`src/rtl/eth_phy_10g_pkg.sv`:
```
// Shared constants and helpers for the 10G PHY 64b/66b transmit and receive paths.
package eth_phy_10g_pkg;

    localparam logic [1:0]  SYNC_DATA       = 2'b01;
    localparam logic [1:0]  SYNC_CTRL       = 2'b10;
    localparam logic [7:0]  BLOCK_TYPE_IDLE = 8'h1E;

    localparam int unsigned SCR_WIDTH = 58;
    localparam int unsigned SCR_TAP_A = 38;
    localparam int unsigned SCR_TAP_B = 57;
    localparam logic [57:0] SCR_INIT  = 58'h3FF_FFFF_FFFF_FFFF;

    localparam int unsigned GEARBOX_PERIOD = 33;
    localparam logic [5:0]  SEQ_PAUSE      = 6'(GEARBOX_PERIOD - 1);

    // Kind of gearbox cycle: one block consumed, or residual flushed
    typedef enum logic [0:0] {
        SLOT_BLOCK,
        SLOT_PAUSE
    } slot_e;

    // A sync header is legal only as 01 (data) or 10 (control)
    function automatic logic hdr_is_valid(input logic [1:0] hdr);
        return (hdr == SYNC_DATA) || (hdr == SYNC_CTRL);
    endfunction

endpackage

```
`src/rtl/eth_phy_10g_tx_scrambler.sv`:
```
// Parallel self-synchronous scrambler, x^58 + x^39 + 1, DATA_WIDTH bits per cycle.
// Bit 0 is the first bit on the line; the state only moves when i_advance is high.
module eth_phy_10g_tx_scrambler
    import eth_phy_10g_pkg::*;
#(
    parameter int DATA_WIDTH = 64
) (
    input  logic                  clk,
    input  logic                  rst_n,
    input  logic                  i_advance,
    input  logic [DATA_WIDTH-1:0] i_data,
    output logic [DATA_WIDTH-1:0] o_data
);

    logic [SCR_WIDTH-1:0] state;
    logic [SCR_WIDTH-1:0] state_next;

    // Unroll the serial LFSR across the whole word; each scrambled bit feeds the next
    always_comb begin
        logic [SCR_WIDTH-1:0] st;
        st     = state;
        o_data = '0;
        for (int unsigned i = 0; i < DATA_WIDTH; i++) begin
            o_data[i] = i_data[i] ^ st[SCR_TAP_A] ^ st[SCR_TAP_B];
            st        = {st[SCR_WIDTH-2:0], o_data[i]};
        end
        state_next = st;
    end

    // State register, advanced once per consumed block
    always_ff @(posedge clk or negedge rst_n) begin
        if (!rst_n) begin
            state <= SCR_INIT;
        end else if (i_advance) begin
            state <= state_next;
        end
    end

endmodule

```
`src/rtl/eth_phy_10g_tx_gearbox.sv`:
```
// 10G PHY transmit gearbox: scrambles 66-bit blocks and packs them into a
// continuous 64-bit SerDes stream, 32 blocks per 33 words, inserting idles
// whenever upstream has nothing to send.
module eth_phy_10g_tx_gearbox
    import eth_phy_10g_pkg::*;
#(
    parameter int DATA_WIDTH        = 64,
    parameter int HDR_WIDTH         = 2,
    parameter int SERDES_WIDTH      = 64,
    parameter int SCRAMBLER_DISABLE = 0
) (
    input  logic                    clk,
    input  logic                    rst_n,
    input  logic [DATA_WIDTH-1:0]   i_tx_data,
    input  logic [HDR_WIDTH-1:0]    i_tx_hdr,
    input  logic                    i_tx_valid,
    output logic                    o_tx_ready,
    output logic [SERDES_WIDTH-1:0] o_serdes_tx,
    output logic                    o_tx_underflow,
    output logic                    o_tx_hdr_err
);

    localparam int unsigned BLOCK_WIDTH = DATA_WIDTH + HDR_WIDTH;
    localparam int unsigned MERGE_WIDTH = 2 * SERDES_WIDTH;
    localparam logic [DATA_WIDTH-1:0] IDLE_PAYLOAD = DATA_WIDTH'(BLOCK_TYPE_IDLE);

    logic [5:0]              seq;
    slot_e                   slot;
    logic [SERDES_WIDTH-1:0] residual;
    logic [HDR_WIDTH-1:0]    blk_hdr;
    logic [DATA_WIDTH-1:0]   blk_payload;
    logic [DATA_WIDTH-1:0]   scr_payload;
    logic [DATA_WIDTH-1:0]   tx_payload;
    logic [BLOCK_WIDTH-1:0]  blk;
    logic [5:0]              shamt;
    logic [MERGE_WIDTH-1:0]  merged;

    assign slot       = (seq == SEQ_PAUSE) ? SLOT_PAUSE : SLOT_BLOCK;
    assign o_tx_ready = (slot == SLOT_BLOCK);

    // Pick the offered block, or an idle control block when upstream is empty
    always_comb begin
        blk_hdr     = SYNC_CTRL;
        blk_payload = IDLE_PAYLOAD;
        if (i_tx_valid) begin
            blk_hdr     = i_tx_hdr;
            blk_payload = i_tx_data;
        end
    end

    eth_phy_10g_tx_scrambler #(
        .DATA_WIDTH (DATA_WIDTH)
    ) u_scrambler (
        .clk       (clk),
        .rst_n     (rst_n),
        .i_advance (slot == SLOT_BLOCK),
        .i_data    (blk_payload),
        .o_data    (scr_payload)
    );

    assign tx_payload = (SCRAMBLER_DISABLE != 0) ? blk_payload : scr_payload;
    assign blk        = {tx_payload, blk_hdr};

    // Residual holds 2*seq bits before slot seq; the new block lands right above them
    assign shamt = {seq[4:0], 1'b0};

    // Merge residual (sent first) with the new block; low half goes out, high half stays
    always_comb begin
        merged = ({{(MERGE_WIDTH - BLOCK_WIDTH){1'b0}}, blk} << shamt)
               | {{SERDES_WIDTH{1'b0}}, residual};
    end

    // Sequence counter, residual buffer and registered outputs
    always_ff @(posedge clk or negedge rst_n) begin
        if (!rst_n) begin
            seq            <= '0;
            residual       <= '0;
            o_serdes_tx    <= '0;
            o_tx_underflow <= 1'b0;
            o_tx_hdr_err   <= 1'b0;
        end else if (slot == SLOT_PAUSE) begin
            seq            <= '0;
            residual       <= '0;
            o_serdes_tx    <= residual;
            o_tx_underflow <= 1'b0;
            o_tx_hdr_err   <= 1'b0;
        end else begin
            seq            <= seq + 6'd1;
            residual       <= merged[MERGE_WIDTH-1:SERDES_WIDTH];
            o_serdes_tx    <= merged[SERDES_WIDTH-1:0];
            o_tx_underflow <= !i_tx_valid;
            o_tx_hdr_err   <= i_tx_valid && !hdr_is_valid(i_tx_hdr);
        end
    end

endmodule

```
`config.mk`:
```
export PLATFORM = sky130hd
export DESIGN_NAME = eth_phy_10g_tx_gearbox
export DESIGN_NICKNAME = d
export VERILOG_FILES = /design/src/rtl/eth_phy_10g_pkg.sv /design/src/rtl/eth_phy_10g_tx_scrambler.sv /design/src/rtl/eth_phy_10g_tx_gearbox.sv
export SDC_FILE = /design/constraint.sdc
export NUM_CORES = 1
export LEC_CHECK = 0
export BUFFER_PORTS_ARGS = -buffer_cell sky130_fd_sc_hd__clkbuf_2
export CAP_MARGIN = 15
export CORE_ASPECT_RATIO = 1.25
export CORE_MARGIN = 8
export CORE_UTILIZATION = 45
export CTS_CLUSTER_DIAMETER = 80
export DETAILED_ROUTE_END_ITERATION = 8
export PLACE_DENSITY_LB_ADDON = 0.15
export SETUP_SLACK_MARGIN = 0.1
export SYNTH_ARGS = -nofsm -noshare
export SYNTH_HDL_FRONTEND = slang
export SYNTH_SLANG_ARGS = --single-unit
```
`constraint.sdc`:
```
create_clock -name clk -period 3 [get_ports clk]
set_input_delay 0.6 -clock clk [delete_from_list [all_inputs] [get_ports clk]]
set_output_delay 0.6 -clock clk [all_outputs]
set_load 0.01 [all_outputs]
```
# Word level (Yosys, flattened, before mapping)
# Cells that the tools add are included.
[op_classes]
add_sub_neg = 1
n_eq_ne = 3
shift = 1
n_mux = 8
n_bitwise = 130
reduce_logical = 4
[ops]
columns = ["operator", "count"]
rows = [
  ["two-way mux 64 bit", 3],
  ["bitwise OR 128 x 64 -> 128 bit", 1],
  ["<< shifter 66 x 6 -> 128 bit", 1],
  ["XOR 1 bit", 128],
  ["adder 6 x 1 -> 6 bit, second input constant", 1],
  ["equality test 6 bit, second input constant", 1],
  ["two-way mux 6 bit", 1],
  ["two-way mux 1 bit", 3],
  ["equality test 2 x 1 -> 1 bit, second input constant", 1],
  ["equality test 2 bit, second input constant", 1],
  ["zero test 1 bit", 2],
  ["two-way mux 2 bit", 1],
  ["logical AND 1 bit", 1],
  ["logical OR 1 bit", 1],
  ["NOT 1 bit", 1],
]
[word_totals]
regBits = 194
input_bits = 69
output_inout_bits = 67
wordCells = 153

# Logic depth before layout (Yosys ltp)
# Gate-level depths: netlist (run 1).
[logic_depth]
word_depth = 8
depth_mapped = 11
mapped_depth_nobuf = 7

# Hierarchy
# Synthesis (run 1) repeated with hierarchy kept, for this count alone.
[unflattened]
hier_cells = 1109
hier_area_um2 = 12343.1
[modules_own_cells]
columns = ["module", "instances", "cells_per_inst", "area_per_inst_um2", "seq_area_each_um2"]
rows = [
  ["eth_phy_10g_tx_gearbox", 1, 878, 8752.1, 3403.3],
  ["eth_phy_10g_tx_scrambler", 1, 231, 3590.9, 1524.0],
]

# Worst setup path before layout (run 1)
# OpenSTA, ideal clock, no wires.
[synth_timing]
path_type = "reg-to-output"
from = "reg seq[0]"
to = "out o_tx_ready"
arrival_ns = 2.291
required_ns = 2.400
slack_ns = 0.109
path_stages_with_launch = 10
n_path_buf = 4
path_cell_list = "dfrtp_1 > buf_2 > buf_2 > inv_2 > clkbuf_1 > ha_1 > nand3_1 > nor2_1 > inv_2 > clkbuf_1"
[synth_between]
elab_chain_cells = 3
[synth_rtl]
columns = ["element", "line", "text"]
rows = [
  ["start, declared", "eth_phy_10g_tx_gearbox.sv:27", "logic [5:0] seq;"],
  ["start signal, assigned", "eth_phy_10g_tx_gearbox.sv:88", "seq <= seq + 6'd1;"],
  ["equality test 6 bit", "eth_phy_10g_tx_gearbox.sv:38", "assign slot = (seq == SEQ_PAUSE) ? SLOT_PAUSE : SLOT_BLOCK;"],
  ["two-way mux 1 bit", "eth_phy_10g_tx_gearbox.sv:38", ""],
  ["NOT 1 bit", "--", ""],
  ["end, declared", "eth_phy_10g_tx_gearbox.sv:17", "output logic o_tx_ready,"],
]
# No other way between the ends.

# Worst setup path after layout (run 1)
[layout_timing]
from = "reg seq[0]"
to = "reg o_serdes_tx[49]"
[layout_between]
elab_chain_cells = 3
word_cells_on_any_way = 5
cone_classes = "eq/ne: 1; shift: 1; mux: 2; bitwise: 1"
[layout_rtl]
columns = ["element", "line", "text"]
rows = [
  ["<< shifter 66 x 6 -> 128 bit / equality test 6 bit (equally long branches)", "eth_phy_10g_tx_gearbox.sv:69, eth_phy_10g_tx_gearbox.sv:38", ""],
  ["bitwise OR 128 x 64 -> 128 bit / two-way mux 1 bit (equally long branches)", "eth_phy_10g_tx_gearbox.sv:70, eth_phy_10g_tx_gearbox.sv:38", ""],
  ["two-way mux 64 bit *", "eth_phy_10g_tx_gearbox.sv:81", "end else if (slot == SLOT_PAUSE) begin"],
  ["end signal, assigned", "eth_phy_10g_tx_gearbox.sv:84", "o_serdes_tx <= residual;"],
  ["end signal, assigned", "eth_phy_10g_tx_gearbox.sv:90", "o_serdes_tx <= merged[SERDES_WIDTH-1:0];"],
  ["end, declared", "eth_phy_10g_tx_gearbox.sv:18", "output logic [SERDES_WIDTH-1:0] o_serdes_tx,"],
]
# Mark *: on every way between the ends. The rest lies on a longest branch, timed or not.
# A chain may end at the register's enable or synchronous reset.

==> flow_metrics.py, run 1 <==
metrics = {
    "status": {
        "outcome": "finished, final reports clean",
    },
    "placed_design": {
        "dp_cells": 1977,
        "portBuffers": 135,
        "place.gp.congestion": 0.991,
        "place_hpwl_um": 40600,
    },
    "finish": {
        "drive_above_1_share": 0.359,
        "regArea_um2": 4940,
        "stdcell_count": 2011,
        "areaGrowthSynthToFinish_pct": 28.3,
        "antenna_cells": 0,
        "fillCellCount": 2524,
        "fin_nets": 1714,
        "multiInputGateArea_um2": 7540,
    },
    "pwr": {
        "power_frac_comb": 0.723,
        "clkPwrFrac": 0.091,
        "swShare": 0.453,
        "p_switching_mw": 11.8,
        "p_int_mw": 14.3,
        "ir_drop_v": 0.000949,
        "p_leak_nw": 7.32,
        "powerDensity_nw_per_um2": 1600,
        "seq_power_share": 0.186,
    },
    "yosys": {
        "avgSynthCellArea_um2": 9.66,
        "synth_ff_type": "dfrtp_1",
        "seq_area_frac_synth": 0.387,
        "syn_inst": 1319,
        "syn_nets": 1390,
        "synthTopCellsByArea": "dfrtp_1 (27%), dfstp_2 (12%), nand2_1 (6.3%), xor2_1 (5.3%), mux4_2 (5.1%)",
        "async_reset_ff_frac": 1.00,
        "synth_edf_count": 0,
        "synth_seq_cells": 194,
        "synth_cell_types": 76,
        "ys_warn_count": 0,
        "synthTopCellsByCount": "nand2_1 (215), dfrtp_1 (136), nor2_1 (100), xor2_1 (77), xnor2_1 (66)",
        "yosysTopAreaCellShare": 0.267,
        "post-synth-top-count-cell": "nand2_1",
        "yosysTopAreaCell": "dfrtp_1",
        "syn_area_um2": 12700,
    },
    "die": {
        "dieArea_um2": 34000,
        "initial_utilization": 0.453,
        "io_pins": 136,
        "die_w_um": 166,
        "fp.dieH_um": 204,
        "num_rows": 69,
        "core_um2": 28100,
    },
    "timing": {
        "setup_violations": 0,
        "slew_viol_final": 0,
        "tightest_slew_ps": 812,
        "finalHoldViolations": 0,
        "rsz0062_at_grt": "true",
        "max-slew-margin-rel": 0.455,
        "min_period_over_period": 0.980,
        "finalClockSkew_ps": 18.7,
        "hold_ws_ps": 164,
        "clock.fmax_ghz": 0.340,
        "finalCriticalPeriod_ps": 2940,
    },
    "critical_path": {
        "required_ps": 3330,
        "crit_buf_inv": 1,
        "critical_path_depth": 7,
        "path_delay_family": "compound AO/OA/AOI/OAI gates",
        "critical_path.startpoint_type": "register",
        "max_stage_delay_ps": 580,
        "slowest_stage": "dfrtp_4",
        "reg2reg_depth": 7,
        "crit_end": "o_serdes_tx[49]",
        "regToRegSetupSlack_ps": 60,
        "arrival_ps": 3270,
        "worstSetupStartpoint": "seq[0]",
        "r2r_start": "seq[0]",
        "regToRegEndpoint": "o_serdes_tx[49]",
        "cp-end-kind": "register",
        "crit_chain": "or2_2 > buf_4 > o22ai_1 > nor2_1 > a222oi_1 > o21ai_0 > a221o_1",
        "critical_path_class": "reg2reg",
        "critPathMaxFanout": 17,
    },
    "run": {
        "cap_violations": 0,
    },
    "global_routing": {
        "gr-usage-all-layers": 0.303,
        "grt_max_degree": 79,
        "grt_pass1_vias": 11900,
        "grt-ovfl-total": 0,
        "grt_pass1_wl_um": 77000,
        "antenna_found_initial": 0,
    },
    "clocking": {
        "clk_path_buf_depth": 2,
        "cts_sinks": 194,
        "cts_made_buffers": 17,
        "cts_tree": "done",
        "clock_latency_ps": 460,
        "clk_pin_slew_worst_paths_ps": 80,
        "cts.htree.levels": 4,
        "ctsRootBufferMaster": "clkbuf_16",
    },
    "route": {
        "ant_nets": 0,
        "drtPass1Iterations": 8,
        "post-route-drc-count": 0,
        "drt_wl_total_um": 51600,
        "wl_per_cell_um": 25.6,
        "drt_iter0_markers": 1078,
        "vias": 12000,
        "via_per_inst": 5.95,
    },
    "min_path": {
        "hp-class": "in2async",
    },
}
## worst reg2reg max path: stages (launching register included)
cell and delay [ps]:
dfrtp_4 580, or2_2 540, buf_4 250, o22ai_1 340, nor2_1 140, a222oi_1 310, o21ai_0 260, a221o_1 400
## metal layers
| layer | vias to the layer above | track usage | routed length (µm) |
|---|---|---|---|
| met1 | 5870 | 0.369 | 20500 |
| li1 | 5419 | - | - |
| met4 | 0 | 0.174 | 3040 |
| met2 | 547 | 0.501 | 24500 |
| met5 | - | 0 | 0 |
| met3 | 120 | 0.0537 | 3510 |
## placed cells by master, fill, tap and decap left out, types with 17 or more instances in the layout
master	Yosys	final
a211oi_1	19	18
mux2_2	24	24
a21oi_1	56	52
nand2_1	215	215
mux2i_1	37	37
mux4_2	29	31
a221o_1	23	23
xnor2_1	66	60
a21o_1	33	33
o21ai_0	54	54
o22ai_1	39	39
buf_4	4	251
clkbuf_16	0	17
dfrtp_1	136	131
xor2_1	77	72
clkbuf_2	0	133
nor2_1	100	98
dfstp_2	58	58
nand3_1	23	23
## flip-flops by register name (all words and copies together), names as in the netlist
signal / cells
u_scrambler.state: 58
o_tx_hdr_err: 1
o_tx_underflow: 1
o_serdes_tx: 64
seq: 6
residual: 64
## logic make-up after synthesis
| group | after synthesis | synth area share |
|---|---|---|
| flops | 194 | 0.387 |
| mux | 93 | 0.108 |
| fa+ha+maj | 2 | 0.00196 |
| xor+xnor | 166 | 0.138 |
| compound gates | 332 | 0.183 |
| buf+inv | 103 | 0.0340 |
| simple gates | 429 | 0.149 |
## how the worst min path moves through the flow
stage / slack (ps) / endpoint / start / cells past startpoint
2_1_floorplan: 300 / o_serdes_tx[0] / rst_n / 0
3_3_place_gp: 410 / o_serdes_tx[10] / residual[10] / 1
3_5_place_dp: 410 / o_serdes_tx[3] / residual[3] / 1
4_1_cts: 180 / o_serdes_tx[7] / rst_n / 1
5_1_grt: 210 / o_serdes_tx[7] / rst_n / 1
6_report: 160 / o_serdes_tx[7] / rst_n / 1
## power groups by stage
stage / registers, mW / clock network [mW] / logic (mW)
2_1_floorplan: 4.95 / 0 / 8.93
3_3_place_gp: 4.86 / 0 / 18.1
3_5_place_dp: 4.89 / 0 / 18.2
4_1_cts: 4.85 / 2.40 / 18.4
5_1_grt: 4.96 / 2.49 / 19.9
6_report: 4.86 / 2.38 / 18.9
## layout make-up
class                           count  share of cell area
Inverter                           12             0.00276
Multi-Input combinational cell   1022               0.462
Timing Repair Buffer              396               0.169
Sequential cell                   194               0.302
Tap cell                          355              0.0272
Clock buffer                       18              0.0263
Clock inverter                     14              0.0103
## through the flow
stage	power [mW]	setup slack (ps)	utilization	TNS, ps	cell area, µm²
2_1_floorplan	13.9	109	-	0	12700
3_3_place_gp	23.0	-113	0.554	-384	15600
3_5_place_dp	23.1	-171	0.554	-650	15600
4_1_cts	25.7	109	0.576	0	16200
5_1_grt	27.4	75.3	0.581	0	16300
6_report	26.1	59.6	0.581	0	16300
## timing repair
action	CTS	global route
hold buffers	0	0
pin swaps	0	3
setup buffers	0	2
endpoints found under the setup margin	9	19
gates resized for setup	9	27
(Power assumes the default switching activity.)
==> run 2, diff against run 1 <==
==> constraint.sdc (replaced) <==
create_clock -name clk -period 3 [get_ports clk]
set_input_delay 0.15 -clock clk [delete_from_list [all_inputs] [get_ports clk]]
set_output_delay 0.15 -clock clk [all_outputs]
set_load 0.01 [all_outputs]
==> run 2 against run 1 <==
Compared with the run above:
- register-to-register slack gained 60 ps
- critical endpoint is now o_serdes_tx[45]
- worst hold slack got worse by 92 ps
- worst setup slack better by 57 ps
- sequential power about the same
- clock-buffer cell count stayed put
- clock skew hardly changed
- non-clock buffer count down 112
- clock power is 3% lower
- cell area shrank 5.7%
- via count is 3.5% lower
- largest cell class unchanged
- maximum frequency is 2.0% higher
- sequential cell count stayed put
==> flow_metrics.py, run 2 (synthesized netlist as in run 1, its figures left out) <==
metrics = {
    "route": {
        "post-route-drc-count": 0,
        "via_per_inst": 6.08,
        "drt_wl_total_um": 50700,
        "drt_iter0_markers": 1180,
        "ant_nets": 0,
        "drtPass1Iterations": 6,
        "vias": 11500,
        "wl_per_cell_um": 26.7,
    },
    "timing": {
        "setup_violations": 0,
        "finalCriticalPeriod_ps": 2880,
        "finalClockSkew_ps": 18.5,
        "max-slew-margin-rel": 0.386,
        "tightest_slew_ps": 914,
        "finalHoldViolations": 0,
        "min_period_over_period": 0.961,
        "slew_viol_final": 0,
        "tns_ps": 0,
        "rsz0062_at_grt": "true",
        "clock.fmax_ghz": 0.347,
    },
    "pwr": {
        "ir_drop_v": 0.000815,
        "p_int_mw": 12.3,
        "seq_power_share": 0.205,
        "powerDensity_nw_per_um2": 1540,
        "finalPower_mw": 23.8,
        "swShare": 0.483,
        "p_leak_nw": 6.75,
        "p_switching_mw": 11.5,
        "power_frac_comb": 0.698,
        "clkPwrFrac": 0.097,
    },
    "global_routing": {
        "grt-ovfl-total": 0,
        "antenna_found_initial": 0,
        "grt_pass1_vias": 11400,
        "grt_pass1_wl_um": 75600,
        "gr-usage-all-layers": 0.298,
        "grt_max_degree": 87,
    },
    "finish": {
        "antenna_cells": 0,
        "drive_above_1_share": 0.302,
        "final_common_cell": "nand2_1",
        "reg_top3": "o_serdes_tx x64, residual x64, u_scrambler.state x58",
        "fin_nets": 1602,
        "final_cell_mix": "nand2_1 (215), buf_4 (137), clkbuf_2 (133), dfrtp_1 (131), nor2_1 (98)",
        "areaGrowthSynthToFinish_pct": 21.0,
    },
    "placed_design": {
        "place.gp.congestion": 0.997,
        "place_hpwl_um": 40100,
        "portBuffers": 135,
    },
    "critical_path": {
        "cp-end-kind": "register",
        "critical_path_class": "reg2reg",
        "slowest_stage": "dfstp_2",
        "crit_buf_inv": 1,
        "max_stage_delay_ps": 590,
        "reg2reg_depth": 6,
        "crit_end": "o_serdes_tx[45]",
        "crit_chain": "xnor3_1 > buf_4 > xnor2_1 > mux4_2 > mux4_1 > a221o_1",
        "path_delay_family": "multiplexers",
        "regToRegSetupSlack_ps": 120,
        "r2r_start": "u_scrambler.state[34]",
        "critical_path_depth": 6,
        "worstSetupStartpoint": "u_scrambler.state[34]",
        "critical_path.startpoint_type": "register",
        "arrival_ps": 3220,
        "critPathMaxFanout": 4,
        "regToRegEndpoint": "o_serdes_tx[45]",
        "required_ps": 3340,
    },
    "run": {
        "cap_violations": 0,
    },
    "die": {
        "io_pins": 136,
        "num_rows": 69,
        "core_um2": 28100,
        "initial_utilization": 0.453,
        "fp.dieH_um": 204,
        "die_w_um": 166,
        "dieArea_um2": 34000,
    },
    "clocking": {
        "clock_latency_ps": 460,
        "ctsRootBufferMaster": "clkbuf_16",
        "cts_sinks": 194,
        "cts.htree.levels": 4,
        "cts_made_buffers": 17,
        "cts_tree": "done",
        "clk_pin_slew_worst_paths_ps": 90,
        "cts_setup_buffers": 0,
        "clk_path_buf_depth": 2,
    },
    "min_path": {
        "hp-class": "in2reg",
    },
    "status": {
        "outcome": "finished, final reports clean",
    },
}
run 2: cell types whose count changed in the layout (fill, tap and decap cells not counted), moves of 3 or more:
cell,delta
a21oi_1,+3
buf_4,-114
xor2_1,+4
a21oi_2,-3
xor2_2,-4
xnor2_2,-4
xnor2_1,+4
run 2: per-stage QoR:
step                      instances  utilization  setup slack [ps]  cell area [µm²]  hold slack, ps
after global routing           1898        0.548              30.0            15400             111
after floorplan                1319            -               394            12700            -146
final                          1898        0.548               117            15400            71.9
after CTS                      1898        0.546              98.9            15400            75.2
after detailed placement       1865        0.524             -91.3            14700             261
after global placement         1865        0.524             -95.5            14700             247
run 2: worst register-to-register path: cells and delay by family, from the launching register on:
family | cells | cell delay, ps
flops | 1 | 590
buf+inv | 1 | 160
compound gates | 1 | 370
xor+xnor | 2 | 570
mux | 2 | 1080
run 2: worst min-delay path by stage:
stage	to	depth (start not counted)	startpoint
2_1_floorplan	o_serdes_tx[0]	0	rst_n
3_3_place_gp	o_serdes_tx[19]	1	rst_n
3_5_place_dp	o_serdes_tx[19]	1	rst_n
4_1_cts	o_tx_hdr_err	3	i_tx_hdr[0]
5_1_grt	u_scrambler.state[37]	5	i_tx_data[26]
6_report	u_scrambler.state[37]	5	i_tx_data[26]
run 2: power by group through the flow:
stage | clock network [mW] | registers, mW | logic, mW
3_3_place_gp | 0 | 4.89 | 16.0
6_report | 2.31 | 4.88 | 16.6
5_1_grt | 2.44 | 4.99 | 17.5
3_5_place_dp | 0 | 4.94 | 16.0
4_1_cts | 2.35 | 4.88 | 16.2
2_1_floorplan | 0 | 4.95 | 8.93
run 2: cell type report:
type / instances / area, µm²
clock inverters: 13 / 134
fillers: 2612 / 12700
inverters: 12 / 47.5
multi-input cells: 1022 / 7480
repair buffers: 284 / 1930
well taps: 355 / 444
clock buffers: 18 / 439
flip-flops and latches: 194 / 4940
run 2: repair_timing:
action | 4_1_cts | 5_1_grt
endpoints found under the setup margin | 7 | 13
hold endpoints to repair | 83 | 0
hold buffers | 2 | 0
resized for setup | 7 | 12
pin swaps | 0 | 1
run 2: layer usage:
| metal | vias to the layer above | wire length, µm | share of wire | GRT usage |
|---|---|---|---|---|
| met5 | - | 0 | 0 | 0 |
| met4 | 0 | 2650 | 0.052 | 0.154 |
| met3 | 111 | 3390 | 0.067 | 0.0495 |
| met2 | 579 | 23900 | 0.47 | 0.491 |
| met1 | 5671 | 20800 | 0.41 | 0.374 |
| li1 | 5178 | - | - | - |
==> run 3, diff against run 2 <==
==> constraint.sdc (replaced) <==
create_clock -name clk -period 2.35 [get_ports clk]
set_input_delay 0.1175 -clock clk [delete_from_list [all_inputs] [get_ports clk]]
set_output_delay 0.1175 -clock clk [all_outputs]
set_load 0.01 [all_outputs]
==> run 3 against run 2 <==
Compared with the run above:
- the flow now finishes with violations (setup timing)
- register-to-register slack lost 490 ps
- critical path type unchanged
- sequential share of layout area down 8.1 points
- highest routed layer unchanged
- final cell count is 17% higher
- clock skew decreased by 4.5 ps
- maximum frequency increased by 5.8%
- via count rose by 15%
- critical path depth increased by 1
==> flow_metrics.py, run 3 (synthesized netlist as in run 1, its figures left out) <==
metrics = {
    "die": {
        "num_rows": 69,
        "core_um2": 28100,
        "io_pins": 136,
        "dieArea_um2": 34000,
        "fp.dieH_um": 204,
        "initial_utilization": 0.453,
        "die_w_um": 166,
    },
    "global_routing": {
        "grt-busiest-layer": "met2",
        "use_met1": 0.399,
        "grt_pass1_vias": 13400,
        "grt_pass1_wl_um": 83400,
        "antenna_found_initial": 0,
        "met2_usage": 0.527,
        "grt_max_degree": 62,
        "grt-ovfl-total": 0,
        "gr-usage-all-layers": 0.327,
        "grt_util_met3": 0.0578,
    },
    "finish": {
        "areaGrowthSynthToFinish_pct": 62.0,
        "antenna_cells": 0,
        "fin_nets": 1915,
        "drive_above_1_share": 0.570,
        "final_common_cell": "buf_4",
        "fillCellCount": 2065,
        "reg_top3": "o_serdes_tx x64, residual x64, u_scrambler.state x58",
        "final_cell_mix": "buf_4 (359), nand2_1 (202), clkbuf_2 (132), dfrtp_1 (131), nor2_1 (81)",
        "fin_util": 0.733,
    },
    "critical_path": {
        "arrival_ps": 3050,
        "reg2reg_depth": 7,
        "regToRegEndpoint": "o_serdes_tx[54]",
        "critical_path_class": "reg2reg",
        "crit_chain": "xor3_2 > xor2_4 > buf_6 > mux4_2 > a21oi_4 > mux2i_1 > a221o_1",
        "critical_path.startpoint_type": "register",
        "crit_end": "o_serdes_tx[54]",
        "cp-end-kind": "register",
        "max_stage_delay_ps": 620,
        "worstSetupStartpoint": "u_scrambler.state[35]",
        "required_ps": 2680,
        "r2r_start": "u_scrambler.state[35]",
        "slowest_stage": "dfstp_2",
        "regToRegSetupSlack_ps": -380,
        "critPathMaxFanout": 4,
    },
    "status": {
        "violations": "setup timing",
        "outcome": "finished, violations left",
    },
    "timing": {
        "clock.fmax_ghz": 0.367,
        "slew_viol_final": 0,
        "finalCriticalPeriod_ps": 2730,
        "min_period_over_period": 1.16,
        "rsz0062_at_grt": "true",
        "setup_ws_ps": -376,
        "finalHoldViolations": 0,
        "tightest_slew_ps": 994,
        "finalClockSkew_ps": 14.0,
        "max-slew-margin-rel": 0.335,
        "setup_violations": 102,
    },
    "route": {
        "vias": 13200,
        "drt_iter0_markers": 1255,
        "drtPass1Iterations": 5,
        "drt_wl_total_um": 57100,
        "post-route-drc-count": 0,
        "wl_per_cell_um": 25.8,
        "ant_nets": 0,
        "via_per_inst": 5.99,
    },
    "placed_design": {
        "portBuffers": 135,
        "place_hpwl_um": 42000,
        "place.gp.congestion": 1.01,
    },
    "clocking": {
        "cts.htree.levels": 4,
        "clk_pin_slew_worst_paths_ps": 90,
        "cts_sinks": 194,
        "cts_made_buffers": 17,
        "clock_latency_ps": 450,
        "ctsRootBufferMaster": "clkbuf_16",
        "clk_path_buf_depth": 2,
        "cts_tree": "done",
    },
    "min_path": {
        "holdPathStages": 3,
        "hp-class": "in2reg",
    },
    "run": {
        "cap_violations": 0,
    },
}
[run 3: what timing repair did]
action,CTS,global route
hold endpoints to repair,52,0
setup endpoints to repair,168,123
cloned,1,0
pin swaps,71,108
buffers inserted,60,58
gates resized for setup,290,195
hold buffers,1,0
[run 3: metal layers]
layer,vias to the layer above,part of all wire
met5,-,0
met4,0,0.074
met3,200,0.066
met2,677,0.47
met1,6580,0.39
li1,5789,-
[run 3: worst min path at each step]
| stage | from | to | slack, ps |
|---|---|---|---|
| 2_1_floorplan | rst_n | o_serdes_tx[0] | -180 |
| 3_3_place_gp | rst_n | residual[59] | 110 |
| 3_5_place_dp | rst_n | o_serdes_tx[19] | 110 |
| 4_1_cts | i_tx_hdr[1] | o_tx_hdr_err | 30 |
| 5_1_grt | i_tx_hdr[1] | o_tx_hdr_err | 60 |
| 6_report | i_tx_hdr[1] | o_tx_hdr_err | 50 |
[run 3: area by class of cell]
type,instances,area [µm²],area share
clock buffers,17,425,0.0206
clock inverters,15,193,0.00934
inverters,12,56.3,0.00273
multi-input cells,1022,9840,0.477
flip-flops and latches,194,4940,0.239
well taps,355,444,0.0215
repair buffers,596,4730,0.229
repair inverters,1,6.26,0.000303
[run 3: critical path, delay by kind of cell, from the launching register on]
| family | cells | cell delay [ps] |
|---|---|---|
| xor+xnor | 2 | 680 |
| mux | 2 | 630 |
| flops | 1 | 620 |
| compound gates | 2 | 530 |
| buf+inv | 1 | 130 |
[run 3: stage by stage]
step | area, µm² | setup WS (ps) | cells | hold slack [ps] | TNS [ps]
floorplan | 13100 | -176 | 1319 | -178 | -573
global placement | 16600 | -490 | 2071 | 113 | -21860
detailed placement | 16600 | -500 | 2071 | 115 | -23260
CTS | 19300 | -328 | 2165 | 29.7 | -15880
global route | 20600 | -404 | 2212 | 61.1 | -25050
finish | 20600 | -376 | 2212 | 52.9 | -19730
Power of run 3 is not shown: default switching activity piles up to over one toggle a cycle in this logic, so the estimate is an artifact.
